$ cat config.mk
export PLATFORM = sky130hd
export DESIGN_NAME = gray_sync_decoder_flat
export DESIGN_NICKNAME = d
export VERILOG_FILES = /design/src/rtl/gray_sync_decoder_if.sv /design/src/rtl/gray_sync_decoder.sv /design/src/flat_wrapper.sv
export SDC_FILE = /design/constraint.sdc
export NUM_CORES = 1
export LEC_CHECK = 0
export CAP_MARGIN = 5
export CORE_ASPECT_RATIO = 1.4
export CORE_MARGIN = 5
export CORE_UTILIZATION = 53
export CTS_CLUSTER_SIZE = 28
export DETAILED_ROUTE_END_ITERATION = 8
export PLACE_DENSITY = 0.79
export SLEW_MARGIN = 20
export SYNTH_ARGS = -nofsm -noshare
export SYNTH_HDL_FRONTEND = slang
export SYNTH_SLANG_ARGS = --single-unit
$ cat constraint.sdc
create_clock -name clk -period 3.5 [get_ports clk]
set_input_delay 0.7 -clock clk [delete_from_list [all_inputs] [get_ports clk]]
set_output_delay 0.7 -clock clk [all_outputs]
set_load 0.02 [all_outputs]
$ cat src/rtl/gray_sync_decoder_if.sv
// gray_sync_decoder_if: gray input, error clear and decoded count outputs
interface gray_sync_decoder_if #(parameter int WIDTH = 8);
  logic [WIDTH-1:0] gray_in;
  logic             clr_err;
  logic [WIDTH-1:0] bin_out;
  logic [WIDTH-1:0] delta;
  logic             upd;
  logic             err;
  modport master (output gray_in, clr_err, input bin_out, delta, upd, err);
  modport slave  (input gray_in, clr_err, output bin_out, delta, upd, err);
endinterface

$ cat src/rtl/gray_sync_decoder.sv
// gray_sync_decoder: synchronizes a remote gray count, decodes it and reports increments; GRAY_CHECK_EN adds a sticky multi-bit-step error
module gray_sync_decoder #(
  parameter int WIDTH       = 8,
  parameter int SYNC_STAGES = 2
) (
  input logic               clk,
  input logic               rst,
  gray_sync_decoder_if.slave bus
);
  typedef enum logic [1:0] {FILL, PRIME, RUN} state_t;
  state_t           state_q, state_d;
  logic [WIDTH-1:0] sync_q [SYNC_STAGES];
  logic [WIDTH-1:0] sync_d [SYNC_STAGES];
  logic [WIDTH-1:0] g_sync, dec;
  logic [WIDTH-1:0] g_prev_q, g_prev_d;
  logic [WIDTH-1:0] bin_q, bin_d;
  logic [WIDTH-1:0] delta_q, delta_d;
  logic             upd_q, upd_d;
  logic [2:0]       fill_q, fill_d;
  logic             changed;
  assign g_sync  = sync_q[SYNC_STAGES-1];
  assign changed = g_sync != g_prev_q;
  // each binary bit is the parity of the gray bits at and above it
  always_comb
    for (int i = 0; i < WIDTH; i++) dec[i] = ^(g_sync >> i);
  // synchronizer chain shifting the raw gray word toward g_sync
  always_comb begin
    sync_d[0] = bus.gray_in;
    for (int i = 1; i < SYNC_STAGES; i++) sync_d[i] = sync_q[i-1];
  end
  // control: wait for the chain to fill, prime the baseline, then track changes
  always_comb begin
    state_d  = state_q == FILL ? (fill_q == 3'(SYNC_STAGES-1) ? PRIME : FILL) : RUN;
    fill_d   = state_q == FILL ? fill_q + 3'd1 : fill_q;
    g_prev_d = g_sync;
    upd_d    = state_q == RUN && changed;
    bin_d    = (state_q == PRIME || upd_d) ? dec : bin_q;
    delta_d  = upd_d ? dec - bin_q : delta_q;
  end
  // state registers; reset abandons anything in flight and restarts the fill
  always_ff @(posedge clk)
    if (rst) begin
      state_q  <= FILL;
      sync_q   <= '{default: '0};
      g_prev_q <= '0;
      bin_q    <= '0;
      delta_q  <= '0;
      upd_q    <= 1'b0;
      fill_q   <= '0;
    end else begin
      state_q  <= state_d;
      sync_q   <= sync_d;
      g_prev_q <= g_prev_d;
      bin_q    <= bin_d;
      delta_q  <= delta_d;
      upd_q    <= upd_d;
      fill_q   <= fill_d;
    end
  assign bus.bin_out = bin_q;
  assign bus.delta   = delta_q;
  assign bus.upd     = upd_q;
`ifdef GRAY_CHECK_EN
  logic [WIDTH-1:0] diff;
  logic             err_q, err_d;
  // more than one bit flipped means the source broke the gray rule; set beats clear
  always_comb begin
    diff  = g_sync ^ g_prev_q;
    err_d = (state_q == RUN && |(diff & (diff - WIDTH'(1)))) || (err_q && !bus.clr_err);
  end
  // sticky error flag
  always_ff @(posedge clk)
    err_q <= rst ? 1'b0 : err_d;
  assign bus.err = err_q;
`else
  logic unused_clr;
  assign unused_clr = bus.clr_err;
  assign bus.err    = 1'b0;
`endif
endmodule

$ cat src/flat_wrapper.sv
// flat-port wrapper written by rule: the top's interface ports become plain ports
module gray_sync_decoder_flat 
#(
  parameter int WIDTH       = 8,
  parameter int SYNC_STAGES = 2
)
  (clk, rst, bus_gray_in, bus_clr_err, bus_bin_out, bus_delta, bus_upd, bus_err);
  gray_sync_decoder_if #(.WIDTH(WIDTH)) bus_i ();
  input logic clk;
  input logic rst;
  input wire logic [$bits(bus_i.gray_in)-1:0] bus_gray_in;
  input wire logic [$bits(bus_i.clr_err)-1:0] bus_clr_err;
  output wire logic [$bits(bus_i.bin_out)-1:0] bus_bin_out;
  output wire logic [$bits(bus_i.delta)-1:0] bus_delta;
  output wire logic [$bits(bus_i.upd)-1:0] bus_upd;
  output wire logic [$bits(bus_i.err)-1:0] bus_err;
  assign bus_i.gray_in = bus_gray_in;
  assign bus_i.clr_err = bus_clr_err;
  assign bus_bin_out = bus_i.bin_out;
  assign bus_delta = bus_i.delta;
  assign bus_upd = bus_i.upd;
  assign bus_err = bus_i.err;
  gray_sync_decoder #(.WIDTH(WIDTH), .SYNC_STAGES(SYNC_STAGES)) u_core (.clk(clk), .rst(rst), .bus(bus_i));
endmodule
; After elaboration in Yosys (flattened, before gate mapping)
; Cells that the tools add are included.
[classes]
n_addsub = 2
n_eq_ne = 4
bitwise_logic = 1
mux = 2
n_reduce_logical = 12
[op_table]
columns = operator, n
row1 = $reduce_xor 8->1, 8
row2 = $ne 8x8->1, 1
row3 = $sub 8x8->8, 1
row4 = $add 3x1->3 const B, 1
row5 = $eq 3x1->1 const B, 1
row6 = $eq 2x1->1 const B, 1
row7 = $eq 2x2->1 const B, 1
row8 = $logic_not 2->1, 1
row9 = $mux 2, 1
row10 = $reduce_or 2->1, 1
row11 = $logic_and 1x1->1, 1
row12 = $logic_or 1x1->1, 1
row13 = $mux 1, 1
row14 = $not 1->1, 1
[totals]
elab_cells = 30
reg_bits = 46
output_inout_bits = 18

; Logic depth before layout (Yosys ltp)
; Gate-level depths: netlist (run 1).
[depth]
depth_word = 3
mapped_depth = 14
ltp_nobuf = 14

; Least setup slack after synthesis (run 1)
; No wires, ideal clock.
[synth_timing]
path_type = register to register
from = reg u_core.sync_q, in the netlist u_core.g_prev_d[7]
to = reg u_core.delta_q[6], in the netlist u_core.bus.delta[6]
setup_ns = 0.071
t_arrival_ns = 2.743
stages_incl_launch_ff = 15
setup_slack_ns = 0.687
required_ns = 3.429
path_cell_list = dfxtp_1 xnor2_2 xnor2_2 inv_2 xnor2_4 xor2_4 xnor2_1 ha_1 fa_1 nor2b_1 o31a_1 o21a_1 nor3_1 nand3b_1 a21oi_1
[synth_between]
elab_chain_cells = 2
elab_cells_between_ends = 10
classes_between = add/sub: 1 / eq/ne: 1 / reduce/logical: 8
[synth_rtl]
columns = item, line_no
row1 = from (decl), gray_sync_decoder.sv:12  ; logic [WIDTH-1:0] sync_q [SYNC_STAGES];
row2 = from (signal assigned), gray_sync_decoder.sv:52  ; sync_q <= sync_d;
row3 = $reduce_xor 8->1, gray_sync_decoder.sv:25  ; for (int i = 0; i < WIDTH; i++) dec[i] = ^(g_sync >> i);
row4 = named net u_core.dec[4], gray_sync_decoder.sv:14  ; logic [WIDTH-1:0] g_sync, dec;
row5 = $sub 8x8->8, gray_sync_decoder.sv:38  ; delta_d = upd_d ? dec - bin_q : delta_q;
row6 = to (signal assigned), gray_sync_decoder.sv:55  ; delta_q <= delta_d;
row7 = to (decl), gray_sync_decoder.sv:17  ; logic [WIDTH-1:0] delta_q, delta_d;
; The timed path passes the listed nets, and every way through them passes these cells.
; A chain may end at the register's enable or synchronous reset.

; Worst setup path in the final report (run 1)
; Same ends and word-level chain as after synthesis.

==> results of run 1 <==
[worst paths after layout]
check / end / slack, ns / cells after the start
hold / removal: u_core.g_prev_d[0]$_SDFF_PP0_ / 0.44 / 1
hold reg to reg: u_core.g_prev_d[0]$_SDFF_PP0_ / 0.44 / 1
setup reg to reg: u_core.bus.delta[6]$_SDFFE_PP0P_ / 0.34 / 14
setup / recovery: u_core.bus.delta[6]$_SDFFE_PP0P_ / 0.34 / 14
[power groups by stage]
stage	registers [mW]	logic, mW	clock network (mW)
floorplan	0.694	0.381	0
global placement	0.650	0.568	0
detailed placement	0.652	0.578	0
CTS	0.640	0.584	0.342
global route	0.649	0.656	0.362
finish	0.639	0.578	0.329
[per-layer routing]
| metal | vias up | part of all wire, % | wire length, um |
|---|---|---|---|
| li1 | 679 | - | - |
| met1 | 597 | 41 | 1220 |
| met2 | 24 | 51 | 1530 |
| met3 | 6 | 5.5 | 164 |
| met4 | 0 | 1.8 | 53 |
| met5 | - | 0 | 0 |
[stage by stage]
step	cells	hold slack [ns]	area [um^2]	worst slack, ns
after global placement	256	0.416	2250	0.425
final	264	0.442	2340	0.339
after detailed placement	256	0.427	2250	0.368
after floorplan	195	0.414	1960	0.687
after global routing	264	0.463	2340	0.0862
after CTS	264	0.448	2340	0.301
[sequential cells by signal (all words and copies together) (netlist names)]
| name | cells |
|---|---|
| u_core.bus.bin_out | 8 |
| u_core.bus.delta | 8 |
| u_core.g_prev_d | 8 |
| u_core.g_prev_q | 8 |
| u_core.sync_d | 8 |
| u_core.fill_q | 3 |
| u_core.state_q | 2 |
| u_core.bus.upd | 1 |
[logic make-up after synthesis]
logic type / Yosys count / synth area share, %
DFF: 46 / 46.9
and+or+nand+nor: 63 / 16.6
buffers and inverters: 19 / 3.95
other: 1 / 0.191
xor gates and xnor gates: 22 / 12.5
muxes: 9 / 4.59
adders and majority gates: 10 / 6.75
AOI/OAI and AO/OA: 25 / 8.53
[cells in the final DEF, fill, tap and decap left out, types with 3 or more instances in the layout]
master	instances
clkbuf_8	5
a21oi_1	5
ha_1	9
xor2_1	9
dfxtp_1	46
xnor2_1	9
nor2b_1	27
mux2i_1	9
clkdlybuf4s50_1	26
nand2_1	3
nor2_1	24
inv_1	10
o21a_1	4
o21ai_0	6
a211oi_1	5
[final cells by class]
type                    count  share of cell area (%)
multi-input cells         130                    41.4
flip-flops and latches     46                    39.3
repair buffers             27                    11.4
clock buffers               5                    2.93
well taps                  42                    2.24
inverters                  11                    1.76
clock inverters             3                   0.961
==> impl_metrics.tcl, run 1 <==
set metrics [dict create \
    timing.fmax_mhz 316 \
    vias 1306 \
    antenna_found_initial 0 \
    grt_max_degree 33 \
    p_seq_share_pct 41.3 \
    multiInputGateArea_um2 971 \
    critical_path.startpoint_type "flop" \
    clock-root-buffer "clkbuf_8" \
    cp.arrival_ns 3.40 \
    power.share.clock_pct 21.3 \
    grt_pass1_vias 1265 \
    seq_area_um2 921 \
    overflow 0 \
    finalWorstPathRequiredPeriod_ns 3.16 \
    p_total_mw 1.55 \
    drv_cap 0 \
    hp-class "reg -> reg" \
    cp_max_fo 5 \
    synth_area_mm2 0.00196 \
    grt_usage_pct 13.7 \
    cpLargestDelayFamily "XOR/XNOR gates" \
    synthArstFlopShare_pct 0 \
    critPathLaunch "u_core.g_prev_d[7]$_SDFF_PP0_" \
    setup_viol 0 \
    grt_use_met1_pct 14.8 \
    busiest_layer "met2" \
    power.leakage_nw 0.931 \
    syn_to_final_growth_pct 19.4 \
    grt_util_met3_pct 4.25 \
    p_comb_share_pct 37.4 \
    crit_type "reg -> reg" \
    relSlewSlack_pct 35.3 \
    yosysMostFrequentCell "dfxtp_1" \
    htree_levels 2 \
    initial_core_util_pct 54.4 \
    vias_per_cell 4.95 \
    syn_avg_cell_area_um2 10.1 \
    critPathBufInv 1 \
    yosysUniqueCellTypes 31 \
    cts_made_buffers 5 \
    grt_pass1_wl_um 5130 \
    syn_nets 216 \
    die_width_um 61.5 \
    min_from "u_core.sync_d[0]$_SDFF_PP0_" \
    coreArea_mm2 0.00361 \
    finalHoldViolCount 0 \
    rsz0062_at_grt "no" \
    cts_resized 0 \
    drtPass1Iterations 4 \
    synth_area_leaders "dfxtp_1, nor2b_1, ha_1, mux2i_1, nor2_1" \
    rows 26 \
    drive_above_1_share_pct 7.21 \
    synth_edf_count 0 \
    crit_chain "xnor2_2, xnor2_2, inv_2, xnor2_4, xor2_4, xnor2_1, ha_1, fa_1, nor2b_1, o31a_1, o21a_1, nor3_1, nand3b_1, a21oi_1" \
    drv_slew 0 \
    synthTopCellsByCount "dfxtp_1, nor2b_1, nor2_1, inv_1" \
    routabilityCongestion 0.825 \
    synthesis.instances 195 \
    fin_crit_sh_pct 90.3 \
    ys_ff_latch 46 \
    cts_setup_buffers 0 \
    r2r_start "u_core.g_prev_d[7]$_SDFF_PP0_" \
    diodes 0 \
    ant_nets 0 \
    nFillCells 311 \
    cts_tree "done" \
    switching_share_pct 34.4 \
    crit_top_cell "xnor2_2" \
    synth_flop_cell "dfxtp_1" \
    synth.top_cell.area_share_pct 46.9 \
    wl_per_cell_um 11.3 \
    worst_pin_slew_ns 0.969 \
    met2_usage_pct 24.3 \
    p_per_area_mw_per_mm2 659 \
    fin_skew_ns 0.00465 \
    crit_required_ns 3.74 \
    fp.dieArea_mm2 0.00504 \
    port_buffers 26 \
    postCtsHoldBufs 0 \
    path_clk_slew_ns 0.09 \
    ys_seq_area_share_pct 46.9 \
    route.detailed.drc 0 \
    die_h_um 82.0 \
    peakVddDrop_mv 0.477 \
    critical-path-max-stage-delay_ns 0.41 \
    io_pins 29 \
    slowest_stage "fa_1" \
    intPower_mw 1.01 \
    finalSetupTns_ns 0 \
    drt_wl_total_um 2970 \
    drt-initial-drc-count 49 \
    cts_num_sinks 46 \
    dpl.hpwl_um 2100 \
    end_kind "flop" \
    yosys.area.top_type "dfxtp_1" \
    status "finished, final reports clean" \
    clock_path_buffers 2 \
    clk_latency_ns 0.30 \
    yosysWarningCount 0 \
    layout.nets 242 \
    power_switching_mw 0.532 \
    post-route-util_pct 64.9 \
]
Note: power is estimated with default switching activity, not from simulation.
==> inputs of run 2 (changes only) <==
--- a/config.mk
+++ b/config.mk
@@ -5,12 +5,14 @@
 export SDC_FILE = /design/constraint.sdc
 export NUM_CORES = 1
 export LEC_CHECK = 0
+export ABC_AREA = 1
 export CAP_MARGIN = 5
 export CORE_ASPECT_RATIO = 1.4
 export CORE_MARGIN = 5
-export CORE_UTILIZATION = 53
+export CORE_UTILIZATION = 54
 export CTS_CLUSTER_SIZE = 28
 export DETAILED_ROUTE_END_ITERATION = 8
+export MAX_ROUTING_LAYER = met4
 export PLACE_DENSITY = 0.79
 export SLEW_MARGIN = 20
 export SYNTH_ARGS = -nofsm -noshare
==> impl_metrics.tcl, run 2 <==
set metrics [dict create \
    critical_path.startpoint_type "flop" \
    final_common_cell "nand2_1" \
    cts_setup_buffers 0 \
    finalWorstPathRequiredPeriod_ns 2.58 \
    hp-class "reg -> reg" \
    synth_compound_gate_area_share_pct 7.35 \
    die_h_um 86.3 \
    antenna_found_initial 0 \
    grt_pass1_vias 1682 \
    wl_per_cell_um 10.3 \
    peakVddDrop_mv 0.303 \
    fin_skew_ns 0.00556 \
    syn_to_final_growth_pct 14.1 \
    finalHoldViolCount 0 \
    p_per_area_mw_per_mm2 663 \
    overflow 0 \
    fin_area_mm2 0.00256 \
    clk_latency_ns 0.30 \
    drive_above_1_share_pct 7.81 \
    yosysUniqueCellTypes 26 \
    drv_slew 0 \
    status "finished, final reports clean" \
    cp.arrival_ns 2.78 \
    synth_top_family_by_area "simple AND/OR/NAND/NOR gates" \
    end_kind "flop" \
    cts_resized 0 \
    syn_nets 331 \
    grt_pass1_wl_um 6960 \
    drt_wl_total_um 3860 \
    synthXorXnorAreaFrac_pct 5.85 \
    p_comb_share_pct 41.3 \
    yosysWarningCount 0 \
    vias 1814 \
    nFillCells 364 \
    dpl.hpwl_um 2910 \
    power.share.clock_pct 19.5 \
    seq_area_um2 921 \
    postCtsHoldBufs 0 \
    yosysMostFrequentCell "nand2_1" \
    p_seq_share_pct 39.2 \
    power.leakage_nw 1.23 \
    synthArstFlopShare_pct 0 \
    rsz0062_at_grt "no" \
    synth.top_cell.area_share_pct 41.0 \
    io_pins 29 \
    routabilityCongestion 0.905 \
    fp.dieArea_mm2 0.00557 \
    synth_flop_cell "dfxtp_1" \
    synthTopCellsByCount "nand2_1, nor2_1, dfxtp_1, inv_1, a21oi_1" \
    cts_made_buffers 5 \
    post_dp_cell_area_mm2 0.00247 \
    htree_levels 2 \
    route.detailed.drc 0 \
    cts_tree "done" \
    timing.fmax_mhz 388 \
    initial_core_util_pct 56.4 \
    layout_common_cells "nand2_1, nor2_1, dfxtp_1, inv_1, clkdlybuf4s50_1" \
    fin_crit_sh_pct 73.6 \
    layout.nets 353 \
    crit_type "reg -> reg" \
    intPower_mw 1.05 \
    vias_per_cell 4.82 \
    multiInputGateArea_mm2 0.00104 \
    switching_share_pct 38.2 \
    synthesis.instances 310 \
    synthMuxAreaShare_pct 0 \
    synthSimpleGateAreaFrac_pct 27.2 \
    cts_num_sinks 46 \
    rows 27 \
    drv_cap 0 \
    synth_area_leaders "dfxtp_1, nand2_1, nor2_1, inv_1, ha_1" \
    synth_area_mm2 0.00225 \
    yosys.area.top_type "dfxtp_1" \
    clock-root-buffer "clkbuf_8" \
    synthAdderAreaFrac_pct 5.90 \
    diodes 0 \
    power_switching_mw 0.649 \
    drt-initial-drc-count 48 \
    ys_ff_latch 46 \
    grt_max_degree 31 \
    synth_edf_count 0 \
    clock_path_buffers 2 \
    ys_seq_area_share_pct 41.0 \
    die_width_um 64.5 \
    port_buffers 26 \
    grt_usage_pct 16.1 \
    setup_viol 0 \
    syn_avg_cell_area_um2 7.25 \
    finalSetupTns_ns 0 \
    drtPass1Iterations 4 \
    ant_nets 0 \
    path_clk_slew_ns 0.09 \
    coreArea_mm2 0.00399 \
    crit_required_ns 3.70 \
    cp_max_fo 6 \
]
==> run 2: cell types whose count changed after synthesis, sizes merged, moves of 7 or more <==
cell    previous run  this run
a211oi             7         0
a21oi              5        19
inv               11        50
mux2i              9         0
nand2              3        81
nand3              0        10
nor2              24        51
nor2b             27         0
==> run 2: power by group through the flow <==
stage / Sequential (mW) / Combinational [mW] / Clock (mW)
6_report: 0.667 / 0.702 / 0.332
5_1_grt: 0.680 / 0.802 / 0.367
4_1_cts: 0.667 / 0.709 / 0.341
3_5_place_dp: 0.679 / 0.705 / 0
3_3_place_gp: 0.675 / 0.693 / 0
2_1_floorplan: 0.734 / 0.444 / 0
==> run 2: worst paths after layout <==
check / endpoint / start / cells past startpoint / slack (ns)
max: u_core.bus.delta[6]$_SDFFE_PP0P_ / u_core.g_prev_d[7]$_SDFF_PP0_ / 17 / 0.92
min: u_core.g_prev_d[6]$_SDFF_PP0_ / u_core.sync_d[6]$_SDFF_PP0_ / 2 / 0.41
max reg2reg: u_core.bus.delta[6]$_SDFFE_PP0P_ / u_core.g_prev_d[7]$_SDFF_PP0_ / 17 / 0.92
min reg2reg: u_core.g_prev_d[6]$_SDFF_PP0_ / u_core.sync_d[6]$_SDFF_PP0_ / 2 / 0.41
==> run 2: area by class of cell <==
class	instances	share of cell area [%]
tap	43	2.10
multi-input combinational	202	40.7
inverter	50	7.32
timing repair buffer	27	10.4
clock buffer	5	2.68
sequential	46	35.9
clock inverter	3	0.878
==> run 2: critical path, cell delays in order (launching register included) <==
cell and delay (ns):
dfxtp_1 0.46, inv_2 0.08, nand2_1 0.06, nand2_1 0.13, nand2_1 0.12, nand2_2 0.09
inv_2 0.07, nand2_1 0.05, nand2_1 0.07, inv_1 0.04, ha_1 0.19, fa_1 0.41
o21ai_0 0.28, nand3_1 0.14, nand2_1 0.08, nand2_1 0.04, a21oi_1 0.11, nor2_1 0.05
==> run 2: cells by family (layout without fill, tap and decap cells) <==
logic type	Yosys count	after routing
xor gates and xnor gates	15	15
DFF	46	46
AOI/OAI and AO/OA	29	29
adders and majority gates	10	10
and+or+nand+nor	147	147
buffers and inverters	62	85
other	1	1
==> run 2: per-layer routing <==
layer	part of all wire [%]	track usage, %	vias to the layer above	wire [um]
li1	-	-	971	-
met1	42	16.6	805	1620
met2	52	29.3	30	2000
met3	4.0	3.89	8	153
met4	2.3	6.15	0	87
met5	0	-	-	0
==> run 2: stage by stage <==
step	total power, mW	setup slack [ns]	utilization (%)	instances	hold WS, ns
2_1_floorplan	1.18	1.21	-	310	0.388
3_3_place_gp	1.37	0.955	62.1	368	0.389
3_5_place_dp	1.38	0.926	62.1	368	0.397
4_1_cts	1.72	0.906	64.3	376	0.409
5_1_grt	1.85	0.611	64.3	376	0.427
6_report	1.70	0.923	64.3	376	0.408
==> inputs of run 3 (changes only) <==
==> constraint.sdc (replaced) <==
create_clock -name clk -period 2.5 [get_ports clk]
set_input_delay 0.5 -clock clk [delete_from_list [all_inputs] [get_ports clk]]
set_output_delay 0.5 -clock clk [all_outputs]
set_load 0.02 [all_outputs]
==> impl_metrics.tcl, run 3 (synthesis results as in run 2) <==
set metrics [dict create \
    fin_skew_ns 0.00448 \
    syn_to_final_growth_pct 18.3 \
    power.leakage_nw 1.28 \
    seq_area_um2 925 \
    cp_max_fo 4 \
    layout_common_cells "nand2_1, nor2_1, inv_1, dfxtp_1, clkdlybuf4s50_1" \
    p_comb_share_pct 40.6 \
    switching_share_pct 36.4 \
    finalSetupTns_ns 0 \
    rsz0062_at_grt "no" \
    clock-root-buffer "clkbuf_8" \
    antenna_found_initial 0 \
    overflow 0 \
    drt-initial-drc-count 63 \
    finalWorstPathRequiredPeriod_ns 2.21 \
    rows 27 \
    nFillCells 334 \
    end_kind "flop" \
    drv_cap 0 \
    crit_chain "inv_1, nand2_1, nand2_1, o21ai_2, nand2_2, inv_2, nand2_1, nand2_1, inv_1, ha_1, fa_2, o21ai_2, nand3_1, nand2_1, nand2_1, a21oi_1, nor2_1" \
    setup_viol 0 \
    intPower_mw 1.59 \
    htree_levels 2 \
    dpl.hpwl_um 3020 \
    grt_pass1_wl_um 7170 \
    ff2ff_path_depth 17 \
    cp.arrival_ns 2.41 \
    ant_nets 0 \
    coreArea_mm2 0.00399 \
    drtPass1Iterations 4 \
    cts_tree "done" \
    vias 1844 \
    layout.nets 361 \
    power_switching_mw 0.908 \
    clock_path_buffers 2 \
    peakVddDrop_mv 0.494 \
    slowest_stage "dfxtp_2" \
    hp-class "reg -> reg" \
    cts_made_buffers 5 \
    cts_num_sinks 46 \
    fin_crit_sh_pct 88.3 \
    routabilityCongestion 0.906 \
    finalHoldViolCount 0 \
    path_depth 17 \
    p_per_area_mw_per_mm2 939 \
    crit_type "reg -> reg" \
    drv_slew 0 \
    critical-path-max-stage-delay_ns 0.36 \
    path_clk_slew_ns 0.08 \
    post-route-util_pct 66.7 \
    final_common_cell "nand2_1" \
    wl_per_cell_um 10.6 \
    grt_max_degree 30 \
    drive_above_1_share_pct 11.4 \
    route.detailed.drc 0 \
    p_seq_share_pct 37.3 \
    critPathBufInv 3 \
    diodes 0 \
    grt_usage_pct 17.0 \
    timing.fmax_mhz 453 \
    fp.dieArea_mm2 0.00557 \
    cpLargestDelayFamily "simple AND/OR/NAND/NOR gates" \
    die_width_um 64.5 \
    cts_setup_buffers 0 \
    critical_path.startpoint_type "flop" \
    power.share.clock_pct 22.1 \
    whs_path_depth 2 \
    vias_per_cell 4.80 \
    multiInputGateArea_mm2 0.00105 \
    drt_wl_total_um 4080 \
    status "finished, final reports clean" \
    die_h_um 86.3 \
    initial_core_util_pct 56.4 \
    port_buffers 26 \
    crit_required_ns 2.70 \
    grt_pass1_vias 1732 \
    crit_top_cell "nand2_1" \
    clk_latency_ns 0.30 \
    io_pins 29 \
]
[run 3: repair_timing]
action,4_1_cts,5_1_grt
hold buffers,0,0
resized for setup,0,8
endpoints found under the setup margin,0,5
[run 3: path summary, 6_finish.rpt]
check	from	to	slack, ns
max reg2reg	u_core.g_prev_d[6]$_SDFF_PP0_	u_core.bus.delta[6]$_SDFFE_PP0P_	0.29
min	u_core.sync_d[6]$_SDFF_PP0_	u_core.g_prev_d[6]$_SDFF_PP0_	0.40
min reg2reg	u_core.sync_d[6]$_SDFF_PP0_	u_core.g_prev_d[6]$_SDFF_PP0_	0.40
max	u_core.g_prev_d[6]$_SDFF_PP0_	u_core.bus.delta[6]$_SDFFE_PP0P_	0.29
[run 3: layout make-up]
| cell class | instances | area share [%] |
|---|---|---|
| Multi-Input combinational cell | 202 | 39.6 |
| Sequential cell | 46 | 34.8 |
| Timing Repair Buffer | 35 | 12.3 |
| Inverter | 50 | 7.06 |
| Clock buffer | 6 | 2.73 |
| Tap cell | 43 | 2.02 |
| Clock inverter | 2 | 1.41 |
[run 3: tightest hold or removal path: stages, from the launching register on]
cell     delay [ns]
dfxtp_1        0.30
inv_1          0.04
nor2_1         0.03
[run 3: stage by stage]
step	hold WS, ns	power [mW]	setup slack, ns	instance area (um^2)	instances
after floorplan	0.388	1.65	0.209	2250	310
after global placement	0.389	1.92	0.106	2530	376
after detailed placement	0.392	1.94	0.0557	2530	376
after CTS	0.404	2.49	0.0374	2640	384
after global routing	0.421	2.68	0.0310	2660	384
final	0.397	2.50	0.292	2660	384
[run 3: power groups by stage]
| stage | combinational (mW) | sequential [mW] | clock [mW] |
|---|---|---|---|
| final | 1.01 | 0.930 | 0.552 |
| after global routing | 1.14 | 0.944 | 0.599 |
| after CTS | 1.00 | 0.929 | 0.562 |
| after detailed placement | 0.996 | 0.944 | 0 |
| after global placement | 0.979 | 0.941 | 0 |
| after floorplan | 0.622 | 1.03 | 0 |
[run 3: per-layer routing]
layer | part of all wire (%) | GRT usage (%)
met2 | 53 | 31.9
met1 | 42 | 16.9
met4 | 1.9 | 6.92
met5 | 0 | -
met3 | 3.4 | 3.50
